$ cat src/rtl/request_unit.sv
// request_unit: sequences instruction fetch and data access toward the cache,
// returns hits and PC-advance strobe, counts stall cycles and flags stuck requests.
module request_unit #(
    parameter int TIMEOUT = 256,
    parameter int CNT_W   = 32
) (
    input  logic             i_clk,
    input  logic             i_rst,
    input  logic             i_load_word_en,
    input  logic             i_store_word_en,
    input  logic             i_halt,
    input  logic             i_cache_ihit,
    input  logic             i_cache_dhit,
    output logic             o_imemREN,
    output logic             o_dmemREN,
    output logic             o_dmemWEN,
    output logic             o_ihit,
    output logic             o_dhit,
    output logic             o_pc_en,
    output logic             o_halted,
    output logic             o_timeout,
    output logic [CNT_W-1:0] o_stall_cycles
);
    localparam int WW = $clog2(TIMEOUT);
    typedef enum logic [1:0] {S_IDLE, S_FETCH, S_DATA, S_HALT} state_t;
    state_t          r_state;
    logic            r_op_ld;
    logic            r_op_st;
    logic [WW-1:0]   r_wait_cnt;
    logic            r_timeout;
    logic [CNT_W-1:0] r_stall;
    logic            w_fetch;
    logic            w_data;
    logic            w_busy;
    logic            w_hit;
    logic            w_mem_op;
    assign w_fetch        = (r_state == S_FETCH);
    assign w_data         = (r_state == S_DATA);
    assign w_busy         = w_fetch | w_data;
    assign o_ihit         = w_fetch & i_cache_ihit;
    assign o_dhit         = w_data & i_cache_dhit;
    assign w_hit          = o_ihit | o_dhit;
    assign w_mem_op       = i_load_word_en | i_store_word_en;
    assign o_imemREN      = w_fetch;
    assign o_dmemREN      = w_data & r_op_ld;
    assign o_dmemWEN      = w_data & r_op_st;
    assign o_halted       = (r_state == S_HALT);
    // ALU instructions retire on the ihit cycle, memory instructions on the dhit cycle.
    assign o_pc_en        = (o_ihit & ~i_halt & ~w_mem_op) | o_dhit;
    assign o_timeout      = r_timeout;
    assign o_stall_cycles = r_stall;
    always_ff @(posedge i_clk) begin
        if (i_rst) begin
            r_state    <= S_IDLE;
            r_op_ld    <= 1'b0;
            r_op_st    <= 1'b0;
            r_wait_cnt <= '0;
            r_timeout  <= 1'b0;
            r_stall    <= '0;
        end else begin
            case (r_state)
                S_IDLE:  r_state <= S_FETCH;
                S_FETCH: if (i_cache_ihit) begin
                    if (i_halt) r_state <= S_HALT;
                    else if (w_mem_op) begin
                        r_state <= S_DATA;
                        r_op_ld <= i_load_word_en;
                        r_op_st <= i_store_word_en & ~i_load_word_en;
                    end
                end
                S_DATA:  if (i_cache_dhit) begin
                    r_state <= S_FETCH;
                    r_op_ld <= 1'b0;
                    r_op_st <= 1'b0;
                end
                default: r_state <= S_HALT;
            endcase
            // Every state change coincides with a hit or leaves FETCH/DATA, so this also clears on entry.
            r_wait_cnt <= (w_busy & ~w_hit) ? r_wait_cnt + WW'(r_wait_cnt != WW'(TIMEOUT - 1)) : '0;
            if (w_busy & ~w_hit & (r_wait_cnt == WW'(TIMEOUT - 1))) r_timeout <= 1'b1;
            if (w_busy & ~o_pc_en & ~&r_stall) r_stall <= r_stall + 1'b1;
        end
    end
endmodule

$ cat config.mk
export PLATFORM = sky130hd
export DESIGN_NAME = request_unit
export DESIGN_NICKNAME = d
export VERILOG_FILES = /design/src/rtl/request_unit.sv
export SDC_FILE = /design/constraint.sdc
export NUM_CORES = 1
export LEC_CHECK = 0
export CORE_UTILIZATION = 30
export CTS_BUF_LIST = sky130_fd_sc_hd__clkbuf_16
export CTS_CLUSTER_SIZE = 25
export DETAILED_ROUTE_END_ITERATION = 7
export GPL_TIMING_DRIVEN = 1
export PLACE_DENSITY_LB_ADDON = 0.12
export SYNTH_ARGS = -nofsm -noshare
export SYNTH_HDL_FRONTEND = slang
export SYNTH_SLANG_ARGS = --single-unit
$ cat constraint.sdc
create_clock -name i_clk -period 2.6 [get_ports i_clk]
set_clock_uncertainty 0.05 [all_clocks]
set_input_delay 0.52 -clock i_clk [delete_from_list [all_inputs] [get_ports i_clk]]
set_output_delay 0.52 -clock i_clk [all_outputs]
set_load 0.01 [all_outputs]
* Yosys cells after proc, flatten, opt, wreduce, memory -nomap -nowiden
Cells that the tools add are included.
Storage, ports and cells: output and inout port bits 40, register bits 45
Cells by class: reduce and logical (&&, ||, !) cells 7, muxes and demuxes 14, bitwise operators 21, add/sub/neg operators 2, equal/unequal tests 10
Operators with widths (count):
- adder 32 x 1 -> 32 bit (second input constant) | 1
- AND reduction 32 bit | 1
- AND 1 bit | 11
- adder 8 x 1 -> 8 bit | 1
- equality test 8 bit (second input constant) | 1
- two-way mux 2 bit | 4
- != test 8 bit (second input constant) | 1
- two-way mux 1 bit | 7
- != test 2 bit (second input constant) | 3
- NOT 1 bit | 6
- case mux 2 bit (3 select lines) | 1
- AND reduction 5 bit | 1
- equality test 2 bit (second input constant) | 2
- OR 1 bit | 4
- case mux 1 bit (2 select lines) | 2
- != test 3 x 2 -> 1 bit (second input constant) | 1
- AND reduction 3 bit | 1
- equality test 2 x 1 -> 1 bit (second input constant) | 1
- logical NOT 2 bit | 1
- != test 2 x 1 -> 1 bit (second input constant) | 1
- nonzero test 2 bit | 1
- OR reduction 2 bit | 1
- logical NOT 1 bit | 1

* Depth between registers and ports, before layout
Gate-level depths: netlist of run 1.
word-level depth 8, depth in mapped cells 9, gate-level depth less buffers 8

* Least setup slack after synthesis of run 1
No wires, ideal clock.
path kind register to register, from register r_state[0], to register r_stall[19], in the netlist o_stall_cycles[19], path buffers 1, cell stages (with the launch flop) 9, setup time 0.121 ns, required time 2.429 ns, slack 0.383 ns, clock period less this slack 2.217 ns, data arrival time 2.046 ns, cell sequence dfxtp_1 > inv_1 > ha_1 > a21bo_1 > a31o_2 > a31o_2 > buf_6 > nor4_1 > mux2_2
Between the ends: word-level cells in the longest chain between the ends 8
RTL lines:
- start, declared | RTL line 26 | state_t r_state;
- start signal, assigned | RTL line 54 | r_state <= S_IDLE;
- start signal, assigned | RTL line 62 | S_IDLE: r_state <= S_FETCH;
- start signal, assigned | RTL line 64 | if (i_halt) r_state <= S_HALT;
- equality test 2 x 1 -> 1 bit | RTL line 37 | assign w_fetch = (r_state == S_FETCH);
- AND 1 bit | RTL line 40 | assign o_ihit = w_fetch & i_cache_ihit;
- AND 1 bit (2 in series) | RTL line 49 | assign o_pc_en = (o_ihit & ~i_halt & ~w_mem_op) | o_dhit;
- OR 1 bit | RTL line 49
- NOT 1 bit | RTL line 81 | if (w_busy & ~o_pc_en & ~&r_stall) r_stall <= r_stall + 1'b1;
- AND 1 bit * (2 in series) | RTL line 81
- end signal, assigned | RTL line 81
- end, declared | RTL line 31 | logic [CNT_W-1:0] r_stall;
Every way passes the cells marked *; elsewhere a longest branch is shown, timed or not. A chain may end at the register's enable or synchronous reset.

* Worst setup path in the final report of run 1
from input i_cache_dhit, to output o_pc_en
Between the ends: word-level cells in the longest chain between the ends 2
RTL lines:
- start, declared | RTL line 13 | input logic i_cache_dhit,
- AND 1 bit | RTL line 41 | assign o_dhit = w_data & i_cache_dhit;
- OR 1 bit | RTL line 49
- end, declared | RTL line 19 | output logic o_pc_en,
Every way passes these cells.

==> results.json, run 1 <==
{
  "holdPathEnd": "o_timeout$_SDFFE_PP0P_",
  "min_path_cells": 2,
  "clkPwrFrac_pct": 29.1,
  "tns_ns": 0,
  "r2r_cells": 7,
  "fin_cells": 429,
  "pwr-share-seq_pct": 37.9,
  "maxCapViolCount": 0,
  "critPathCaptureType": "output port",
  "nNetsFinal": 344,
  "cts_buffer_depth": 2,
  "antenna_left": 0,
  "yosysSeqAreaShare_pct": 38.8,
  "grt_overflow": 0,
  "dp_cells": 422,
  "cts_max_level": 2,
  "p_int_w": 0.00137,
  "power_density_nw_per_um2": 660,
  "maxSlewViolCount": 0,
  "tightestPinTransition_ns": 0.438,
  "area_delta_synth_final_pct": 32.1,
  "root_buffer": "clkbuf_16",
  "postCtsSetupBuffers": 0,
  "syn-num-nets": 290,
  "pin_count": 47,
  "drt-pass1-iter-count": 4,
  "io_buffer_count": 46,
  "hold_path.class": "register to register",
  "avgRoutedWirePerCell_um": 12.5,
  "grt_pass1_vias": 1930,
  "syn_inst": 276,
  "drt-total-wl_mm": 5.36,
  "gp_congestion": 0.760,
  "setup_viol": 0,
  "dp_hpwl_mm": 3.86,
  "dr_total_vias": 2116,
  "cp-start-kind": "input pin",
  "drc": 0,
  "switchingPower_w": 0.000653,
  "clkSinkCount": 45,
  "grt_usage_pct": 13.7,
  "fin_area_sq_um": 3070,
  "worstSkewPairLatency_ns": 0.28,
  "final_common_cell": "clkdlybuf4s50_1",
  "die_area_sq_um": 8090,
  "die_y_um": 90.0,
  "switching_share_pct": 32.3,
  "fmax_mhz": 399,
  "r2r_slack_ns": 0.29,
  "status": "completed",
  "pre_cts_ws_ns": 0.00164,
  "n_antenna_cell": 0,
  "rr_startpoint": "r_state[1]$_SDFFE_PP0P_",
  "slew_headroom_pct": 70.0,
  "critical_path.max_fanout": 2,
  "criticalPathCategory": "input pin to output port",
  "clkTransAtPathRegs_ns": 0.06,
  "coreArea_sq_um": 7370,
  "chipWidth_um": 90.0,
  "r2r-end": "o_stall_cycles[19]$_SDFFE_PP0P_",
  "grt_max_degree": 43,
  "drive_gt1_share_pct": 10.3,
  "max-vdd-ir-drop_mv": 0.288,
  "drt-initial-drc-count": 80,
  "worstPathRequired_ns": 2.03,
  "layout_min_cycle_time_ns": 2.50,
  "cts_made_buffers": 5,
  "hold_viol": 0,
  "synth_area_per_cell_sq_um": 8.41,
  "postPlaceCellArea_sq_um": 2930,
  "cts_tree": "built",
  "yosys_register_bits": 45,
  "final_cell_mix": "46 x clkdlybuf4s50_1, 44 x dfxtp_1, 26 x a21oi_1, 24 x nor2_1, 20 x or3_1",
  "synth_cell_types": 42,
  "yosysWarnings": 0,
  "antenna_found_initial": 0,
  "final.period_utilization_pct": 96.3,
  "rsz0062_at_grt": "no",
  "min_from": "o_timeout$_SDFFE_PP0P_",
  "viasPerCell": 4.93,
  "grt_pass1_wl_mm": 9.13,
  "combPwrFrac_pct": 33.0,
  "power.leakage_nw": 1.02,
  "synth.cell_area_sq_um": 2320,
  "initial_utilization_pct": 31.5,
  "placementRows": 31,
  "arrival_ns": 1.93,
  "fin_ws_ns": 0.0956
}
power groups by stage:
stage / logic [W] / registers (W) / clock network [W]
2_1_floorplan: 0.000472 / 0.000791 / 0
3_3_place_gp: 0.000677 / 0.000780 / 0
3_5_place_dp: 0.000674 / 0.000780 / 0
4_1_cts: 0.000678 / 0.000765 / 0.000613
5_1_grt: 0.000757 / 0.000773 / 0.000639
6_report: 0.000668 / 0.000766 / 0.000588
repair_timing:
action	CTS	global route
gates resized for setup	0	2
endpoints found under the setup margin	0	1
hold buffers	0	0
final cells by class:
type	count	area [sq um]
clock buffer	5	125
clock inverter	2	7.51
fill	754	4300
inverter	10	37.5
multi-input combinational	208	1300
sequential	45	902
tap	99	124
timing repair buffer	60	566
cell usage after synthesis, drive strengths merged:
library cell | n | area share, %
o22ai | 1 | 0.27
a211oi | 1 | 0.32
o31ai | 6 | 1.9
or3 | 20 | 5.4
or4 | 6 | 1.9
nand2b | 1 | 0.27
ha | 7 | 3.8
nand4 | 11 | 3.2
a2111oi | 1 | 0.38
a211o | 1 | 0.38
a31o | 3 | 1.1
and3 | 4 | 1.1
o21ai | 18 | 3.9
nor2 | 24 | 3.9
xnor2 | 2 | 0.75
inv | 10 | 1.6
nand3b | 1 | 0.32
dfxtp | 45 | 39
clkbuf | 6 | 0.97
or2 | 1 | 0.27
a21oi | 26 | 5.6
nand2 | 11 | 1.8
nand3 | 17 | 3.9
xor2 | 6 | 2.3
a21bo | 1 | 0.43
buf | 7 | 2.5
nor4 | 5 | 1.6
nor3 | 6 | 1.5
and2 | 7 | 1.9
and4 | 4 | 1.6
nor3b | 2 | 0.65
nor2b | 7 | 1.9
mux2i | 3 | 1.3
mux2 | 5 | 2.4
state kept, by name (all words and copies together) (netlist names):
| signal | flops |
|---|---|
| r_op_st | 1 |
| r_state | 2 |
| o_stall_cycles | 32 |
| r_wait_cnt | 8 |
| r_op_ld | 1 |
| o_timeout | 1 |
worst max-delay path, cell delays in order:
cell	delay [ns]
clkdlybuf4s50_1	0.43
buf_4	0.14
and2_1	0.16
a31o_2	0.21
clkdlybuf4s50_1	0.47
cells by family after synthesis:
group                    Yosys count  share of synthesized area, %
adder cells (fa/ha/maj)            7                          3.77
flip-flops                        45                          38.8
AO/OA/AOI/OAI                     58                          14.3
multiplexers                       8                          3.72
buffers and inverters             23                          5.12
XOR/XNOR                           8                          3.02
AND/OR/NAND/NOR                  127                          31.2
metrics by stage:
stage	power [W]	hold slack (ns)	utilization (%)
after CTS	0.00206	0.433	41.5
after global routing	0.00217	0.458	41.6
after floorplan	0.00126	0.402	-
final	0.00202	0.438	41.6
after global placement	0.00146	0.419	39.7
after detailed placement	0.00145	0.419	39.7
routing by layer:
metal  global-route usage (%)  vias to the layer above  share of wire (%)
li1                         -                     1114                  -
met1                     18.1                      974                 50
met2                     23.0                       23                 47
met3                     2.62                        5                2.6
met4                     3.23                        0               0.76
met5                        0                        -                  0
how the worst max path moves through the flow:
stage	to	depth (start not counted)	start	slack (ns)
6_report	o_pc_en	5	i_cache_dhit	0.1
5_1_grt	o_pc_en	5	i_store_word_en	0.007
4_1_cts	o_pc_en	6	r_state[0]$_SDFFE_PP0P_	0.08
3_5_place_dp	o_stall_cycles[19]$_SDFFE_PP0P_	6	i_cache_ihit	0.002
3_3_place_gp	o_stall_cycles[19]$_SDFFE_PP0P_	6	i_cache_ihit	0.02
2_1_floorplan	o_stall_cycles[19]$_SDFFE_PP0P_	8	r_state[0]$_SDFFE_PP0P_	0.38
Power figures use the tool's default switching activity.
==> inputs of run 2 (changes only) <==
==> constraint.sdc (replaced) <==
create_clock -name i_clk -period 3.05 [get_ports i_clk]
set_clock_uncertainty 0.05 [all_clocks]
set_input_delay 0.61 -clock i_clk [delete_from_list [all_inputs] [get_ports i_clk]]
set_output_delay 0.61 -clock i_clk [all_outputs]
set_load 0.01 [all_outputs]
==> results.json, run 2 (synthesis results as in run 1) <==
{
  "status": "completed",
  "min_path_cells": 2,
  "cts_hold_buf": 0,
  "critical_path.max_fanout": 3,
  "cts_tree": "built",
  "drc": 0,
  "cp-start-kind": "input pin",
  "r2r_cells": 7,
  "chipWidth_um": 90.0,
  "clkSinkCount": 45,
  "tns_ns": 0,
  "nNetsFinal": 332,
  "drt-pass1-iter-count": 4,
  "cts_max_level": 2,
  "max-vdd-ir-drop_mv": 0.227,
  "cts_resized": 0,
  "grt_pass1_vias": 1897,
  "criticalPathCategory": "input pin to output port",
  "maxCapViolCount": 0,
  "rsz0062_at_grt": "no",
  "die_area_sq_um": 8090,
  "crit_path_top_delay_cell": "clkdlybuf4s50_1",
  "grt_max_degree": 43,
  "tightestPinTransition_ns": 0.466,
  "rr_startpoint": "r_state[0]$_SDFFE_PP0P_",
  "dr_total_vias": 2104,
  "r2r_slack_ns": 0.57,
  "holdPathEnd": "o_timeout$_SDFFE_PP0P_",
  "drive_gt1_share_pct": 6.90,
  "grt_overflow": 0,
  "largest_register_ffs": 32,
  "regArea_sq_um": 901,
  "dp_hpwl_mm": 3.80,
  "drt-total-wl_mm": 5.35,
  "slew_headroom_pct": 68.9,
  "io_buffer_count": 46,
  "fin_ws_ns": 0.353,
  "pre_cts_ws_ns": 0.274,
  "cts_buffer_depth": 2,
  "worstPathRequired_ns": 2.39,
  "antenna_left": 0,
  "clkTransAtPathRegs_ns": 0.06,
  "power.leakage_nw": 0.967,
  "hold_viol": 0,
  "final_cell_mix": "46 x clkdlybuf4s50_1, 45 x dfxtp_1, 26 x a21oi_1, 24 x nor2_1, 20 x or3_1",
  "multi_input_area_sq_um": 1300,
  "initial_utilization_pct": 31.5,
  "critPathCaptureType": "output port",
  "crit_chain": "clkdlybuf4s50_1 > nor2b_1 > a31o_2 > clkdlybuf4s50_1",
  "worstSkewPairLatency_ns": 0.28,
  "crit_path_frequent_cell": "clkdlybuf4s50_1",
  "r2r-end": "o_stall_cycles[26]$_SDFFE_PP0P_",
  "layout_min_cycle_time_ns": 2.70,
  "arrival_ns": 2.04,
  "setup_viol": 0,
  "grt_usage_pct": 13.3,
  "coreArea_sq_um": 7370,
  "postCtsSetupBuffers": 0,
  "final_common_cell": "clkdlybuf4s50_1",
  "maxSlewViolCount": 0,
  "grt_pass1_wl_mm": 8.89,
  "die_y_um": 90.0,
  "cts_made_buffers": 5,
  "final.period_utilization_pct": 88.4,
  "min_from": "o_timeout$_SDFFE_PP0P_",
  "hold_path.class": "register to register",
  "drt-initial-drc-count": 79,
  "antenna_found_initial": 0,
  "n_antenna_cell": 0,
  "area_delta_synth_final_pct": 28.3,
  "avgRoutedWirePerCell_um": 12.8,
  "root_buffer": "clkbuf_16",
  "viasPerCell": 5.03,
  "fmax_mhz": 371,
  "nFillCells": 775,
  "pin_count": 47,
  "gp_congestion": 0.710,
  "critPathMaxStageDelay_ns": 0.53,
  "placementRows": 31,
  "power_density_nw_per_um2": 565
}
-- run 2: cell types whose count changed in the layout (fill, tap and decap cells not counted), sizes merged --
cell    previous run  this run
buf               14         2
clkinv             1         2
-- run 2: report_power, final --
part / internal (W) / switching [W] / total [W]
Clock: 0.000298 / 0.000216 / 0.000513
Sequential: 0.000625 / 0.0000421 / 0.000667
Combinational: 0.000200 / 0.000303 / 0.000502
Total: 0.00112 / 0.000561 / 0.00168
-- run 2: worst max-delay path, delay by kind of cell --
kind / cells / cell delay [ns]
compound gates: 1 / 0.18
simple gates: 1 / 0.23
buf+inv: 2 / 1.02
-- run 2: how the worst max path moves through the flow --
stage | cells after the start | slack [ns] | from | end
after floorplan | 8 | 0.83 | r_state[0]$_SDFFE_PP0P_ | o_stall_cycles[19]$_SDFFE_PP0P_
after global placement | 7 | 0.31 | i_cache_ihit | o_stall_cycles[2]$_SDFFE_PP0P_
after detailed placement | 6 | 0.27 | i_cache_dhit | o_stall_cycles[26]$_SDFFE_PP0P_
after CTS | 4 | 0.35 | i_cache_ihit | o_pc_en
after global routing | 4 | 0.25 | i_cache_ihit | o_pc_en
final | 4 | 0.35 | i_cache_ihit | o_pc_en
-- run 2: layout make-up --
| cell class | count | share of cell area [%] |
|---|---|---|
| Clock buffer | 5 | 4.20 |
| Multi-Input combinational cell | 208 | 43.7 |
| Clock inverter | 3 | 0.462 |
| Tap cell | 99 | 4.16 |
| Timing Repair Buffer | 48 | 16.0 |
| Sequential cell | 45 | 30.3 |
| Inverter | 10 | 1.26 |
-- run 2: through the flow --
| step | util (%) | power [W] | std cells | area [sq um] | hold slack (ns) |
|---|---|---|---|---|---|
| 2_1_floorplan | - | 0.00108 | 276 | 2320 | 0.402 |
| 3_3_place_gp | 38.5 | 0.00118 | 410 | 2840 | 0.419 |
| 5_1_grt | 40.4 | 0.00179 | 418 | 2980 | 0.463 |
| 3_5_place_dp | 38.5 | 0.00118 | 410 | 2840 | 0.420 |
| 6_report | 40.4 | 0.00168 | 418 | 2980 | 0.429 |
| 4_1_cts | 40.4 | 0.00170 | 418 | 2980 | 0.434 |
-- run 2: routing by layer --
metal  wire [um]  global-route usage [%]
met5           0                       0
met4          40                    3.63
met3         135                    2.62
met2        2560                    22.9
met1        2620                    16.9
